[src/rtl/cla_carry_stage.sv]
// cla_carry_stage: two-stage pipelined carry-lookahead front end.
// S1 registers per-bit propagate/generate terms; S2 resolves every bit's
// carry-in with a flattened lookahead and registers p_o/ci_o/cout_o.
// Optional feature macro: CLA_CHAIN_EN adds the chain port and a carry
// register so multi-beat operands can be added as a stream.
module cla_carry_stage #(
    parameter int WIDTH = 4
) (
    input  logic             clk,
    input  logic             rst_n,
    input  logic             in_valid,
    output logic             in_ready,
    input  logic [WIDTH-1:0] a,
    input  logic [WIDTH-1:0] b,
    input  logic             cin,
`ifdef CLA_CHAIN_EN
    input  logic             chain,
`endif
    output logic             out_valid,
    input  logic             out_ready,
    output logic [WIDTH-1:0] p_o,
    output logic [WIDTH-1:0] ci_o,
    output logic             cout_o
);

    // Flattened lookahead: each carry is one OR of product terms, so every
    // bit sees a single AND-OR level rather than a ripple chain.
    function automatic logic [WIDTH:0] lookahead(input logic [WIDTH-1:0] p,
                                                 input logic [WIDTH-1:0] g,
                                                 input logic             c0);
        logic [WIDTH:0] c;
        logic           term;
        c    = {(WIDTH+1){1'b0}};
        c[0] = c0;
        for (int i = 1; i <= WIDTH; i++) begin
            term = c0;
            for (int k = 0; k < i; k++) begin
                term = term & p[k];
            end
            c[i] = term;
            for (int j = 0; j < i; j++) begin
                term = g[j];
                for (int k = j + 1; k < i; k++) begin
                    term = term & p[k];
                end
                c[i] = c[i] | term;
            end
        end
        return c;
    endfunction

    logic [WIDTH-1:0] s1_p_r;
    logic [WIDTH-1:0] s1_g_r;
    logic             s1_cin_r;
    logic             s1_valid_r;
    logic             cin_sel_s;
    logic             s2_adv_s;
    logic             accept_s;
    logic [WIDTH:0]   carry_s;

`ifdef CLA_CHAIN_EN
    logic             s1_chain_r;
    logic             carry_q_r;
`endif

    assign s2_adv_s = s1_valid_r & (~out_valid | out_ready);
    assign in_ready = ~s1_valid_r | s2_adv_s;
    assign accept_s = in_valid & in_ready;

    // Pick the carry into bit 0: previous beat's cout for chained beats.
    always_comb begin
        cin_sel_s = s1_cin_r;
`ifdef CLA_CHAIN_EN
        if (s1_chain_r) begin
            cin_sel_s = carry_q_r;
        end else begin
            cin_sel_s = s1_cin_r;
        end
`endif
    end

    // Resolve all carries from the S1 terms and the selected carry-in.
    always_comb begin
        carry_s = lookahead(s1_p_r, s1_g_r, cin_sel_s);
    end

    // S1: capture propagate/generate terms on accept, empty when drained.
    always_ff @(posedge clk or negedge rst_n) begin
        if (!rst_n) begin
            s1_p_r     <= {WIDTH{1'b0}};
            s1_g_r     <= {WIDTH{1'b0}};
            s1_cin_r   <= 1'b0;
            s1_valid_r <= 1'b0;
`ifdef CLA_CHAIN_EN
            s1_chain_r <= 1'b0;
`endif
        end else if (accept_s) begin
            s1_p_r     <= a ^ b;
            s1_g_r     <= a & b;
            s1_cin_r   <= cin;
            s1_valid_r <= 1'b1;
`ifdef CLA_CHAIN_EN
            s1_chain_r <= chain;
`endif
        end else if (s2_adv_s) begin
            s1_valid_r <= 1'b0;
        end else begin
            s1_valid_r <= s1_valid_r;
        end
    end

    // S2: register the resolved carries; hold data while stalled.
    always_ff @(posedge clk or negedge rst_n) begin
        if (!rst_n) begin
            p_o       <= {WIDTH{1'b0}};
            ci_o      <= {WIDTH{1'b0}};
            cout_o    <= 1'b0;
            out_valid <= 1'b0;
        end else if (s2_adv_s) begin
            p_o       <= s1_p_r;
            ci_o      <= carry_s[WIDTH-1:0];
            cout_o    <= carry_s[WIDTH];
            out_valid <= 1'b1;
        end else if (out_ready) begin
            out_valid <= 1'b0;
        end else begin
            out_valid <= out_valid;
        end
    end

`ifdef CLA_CHAIN_EN
    // Chaining register: cout of the most recent beat to leave S1.
    always_ff @(posedge clk or negedge rst_n) begin
        if (!rst_n) begin
            carry_q_r <= 1'b0;
        end else if (s2_adv_s) begin
            carry_q_r <= carry_s[WIDTH];
        end else begin
            carry_q_r <= carry_q_r;
        end
    end
`endif

endmodule

[config.mk]
export PLATFORM = sky130hd
export DESIGN_NAME = cla_carry_stage
export DESIGN_NICKNAME = d
export VERILOG_FILES = /design/src/rtl/cla_carry_stage.sv
export SDC_FILE = /design/constraint.sdc
export NUM_CORES = 1
export LEC_CHECK = 0
export ABC_AREA = 0
export CAP_MARGIN = 20
export CORE_MARGIN = 4
export CORE_UTILIZATION = 45
export CTS_CLUSTER_DIAMETER = 40
export CTS_CLUSTER_SIZE = 12
export DETAILED_ROUTE_END_ITERATION = 6
export GPL_TIMING_DRIVEN = 0
export PLACE_DENSITY = 0.76
export SYNTH_ARGS = -nofsm -noshare
export SYNTH_HDL_FRONTEND = slang
export SYNTH_SLANG_ARGS = --single-unit
[constraint.sdc]
create_clock -name clk -period 1.5 [get_ports clk]
set_clock_uncertainty 0.05 [all_clocks]
set_input_delay 0.225 -clock clk [delete_from_list [all_inputs] [get_ports clk]]
set_output_delay 0.225 -clock clk [all_outputs]
set_load 0.03 [all_outputs]
==> run metrics <==
core area=around 1800 um^2; Longest Clk Path Bufs=2; Synth Area in Compound Gates=0.07227; Synth Area in Simple Gates=0.07522; Die H=51.42 um; top cell type's share of synthesized area=0.5900; Ports=24; min Tclk post-route=1.412 ns; Slowest Stage Delay on Critical Path=0.46 ns; Lkg Pwr=about 0.53 nW; final max-slew violation count=0; RSZ-0062 raised after global routing=no; Routed Antenna Nets=0; synthesis warning total=0; H-tree depth=1; Crit. End Element=output pin; DR vias/cell=roughly 5.3; status=complete, no violations; Final period util=0.9410; crit path cell chain=nand3b_1 -> buf_4; VDD IR-drop max=between 0.7 and 0.8 mV; Worst setup SP type=register; Layout fillers=around 160; top cell type by total area after synthesis=dfrtp_1; crit path DAT=between 1 and 1.5 ns; largest net degree at the start of global routing=21; pwr dens=1436 nW/um^2; Placed Instances=between 100 and 150; Starting Density=0.4809; Max-Cap Viols=0; DIE AREA=between 2000 and 3000 um^2; worst r2r path cells=3; I/O Buffers=23; CTS tree=yes; layout cells sized above 1=0.2921; vias in the first global route=593; drt wl/cell=14.02 um; Synth Instances=61; GP Congestion=roughly 0.86; Hold WC Path Type=in -> async; crit path max fanout=5; Die X=slightly above 50 um; post-route insts no fill=between 100 and 150; clock sink total=20; Final Setup Violations=0; final wirelength=roughly 1.6 mm; top achievable clock speed=slightly above 700 MHz; post-synthesis cell area=between 800 and 900 um^2; internal reg-to-reg setup slack=0.16 ns; gr ovfl total=0; # diodes=0; fin util=0.6638; clk slew on worst S/H paths=roughly 0.12 ns; multi-input logic area=~360 um^2; most frequent cells in the layout=dfrtp_1 (18), mux2_2 (14), clkdlybuf4s50_1 (12); flops & latches, synth=20; CTS root buffer=clkbuf_4; syn avg cell area=13.91 um^2; r2r endpoint=cout_o; row count=15; Synth cell types=18; drt pass-1 iters=4; cts bufs inserted=3; number of remaining DRC errors=0; antenna violations before repair=0; First DRT Iteration DRCs=4; register area share after synthesis=0.5900; all-layer global routing usage=0.1497; area delta synth->final=38.05%; mux cell area share after synthesis=0.1991; Storage cell area=between 500 and 600 um^2; Slew headroom=0.4175; worst slew pin tran=roughly 0.87 ns; Crit-path slowest cell=dfrtp_2; layout net count=between 100 and 150; WP data required=approximately 1.2 ns; Final Hold Vio Count=0; first-pass GRT wire length=roughly 2.8 mm; largest family of logic cells by synthesized area=multiplexers; Vias=605; commonest non-fill, non-tap cell in the layout=dfrtp_1; net count after synthesis=78; Worst-Skew Late Latency=slightly above 0.3 ns; DP Wirelength=~1.2 mm; crit path kind=reg -> out; Synth area leaders=dfrtp_1 (59%), mux2_2 (20%), ha_1 (5.9%), o21ai_0 (2.4%), nand2b_1 (1.5%); reg-to-reg critical path startpoint=s1_valid_r; Synth Area in Adders=0.05900; Post-Synth XOR/XNOR Area=0
## per-stage QoR
step                power, W  instance area (um^2)  hold slack [ns]  setup TNS (ns)  setup slack [ns]
floorplan           0.001053                 858.3          -0.1206         -0.5785          -0.06821
global placement    0.001290                  1120           0.4404          -2.766           -0.3795
detailed placement  0.001304                  1120           0.4419          -3.191           -0.3919
CTS                 0.001699                  1161           0.3629        -0.06600          -0.06600
global route        0.001784                  1171           0.3906               0           0.02145
finish              0.001681                  1171           0.3434               0           0.08843
## registers in the layout (all words and copies together), names as in the netlist
signal	flops
ci_o	4
p_o	4
s1_g_r	4
s1_p_r	4
cin_sel_s	1
cout_o	1
out_valid	1
s1_valid_r	1
## layer usage
layer	track usage	part of all wire
met2	0.2225	0.47
met4	0.09170	0.032
met5	0	0
met3	0.05539	0.067
met1	0.1825	0.43
## worst max-delay path by stage
stage / from / to / slack, ns
2_1_floorplan: out_valid / s1_g_r[0] / -0.07
3_3_place_gp: out_ready / in_ready / -0.38
3_5_place_dp: out_ready / in_ready / -0.39
4_1_cts: s1_valid_r / in_ready / -0.07
5_1_grt: s1_valid_r / in_ready / 0.02
6_report: s1_valid_r / in_ready / 0.09
## what timing repair did
action	in CTS	in global routing
buffers inserted	0	1
hold buffers	0	0
pin swaps	0	1
gates resized for setup	13	6
setup endpoints to repair	11	2
## final cells by class
type | instances | area share
well taps | 25 | 0.02671
repair buffers | 24 | 0.1902
multi-input cells | 40 | 0.3056
clock buffers | 3 | 0.01923
inverters | 1 | 0.003205
clock inverters | 1 | 0.02564
flip-flops and latches | 20 | 0.4295
## synthesized netlist by cell type
master	count
nand2_2	1
nand3b_1	1
o21bai_1	1
o31ai_1	1
dfrtp_1	20
a211oi_1	1
nor2_1	2
or4_1	1
o2111ai_1	1
nand2_1	2
mux2_2	15
nand2b_1	2
and3b_1	1
nor2b_1	1
a21oi_1	2
ha_1	4
o21ai_0	4
inv_2	1
## kinds of logic after synthesis
family                   Yosys count
AO/OA/AOI/OAI                     10
multiplexers                      15
AND/OR/NAND/NOR                   11
buffers and inverters              1
flip-flops                        20
adder cells (fa/ha/maj)            4
## worst max-delay path: cells and delay by family, from the launching register on
family | cells | cell delay (ns)
buffers and inverters | 1 | 0.19
AND/OR/NAND/NOR | 1 | 0.18
flip-flops | 1 | 0.46
## where the power goes
| part | internal, W | total (W) | switching [W] |
|---|---|---|---|
| sequential | 0.000656 | 0.000730 | 0.0000737 |
| clock | 0.000271 | 0.000447 | 0.000176 |
| combinational | 0.000221 | 0.000504 | 0.000284 |
Power figures use the tool's default switching activity.
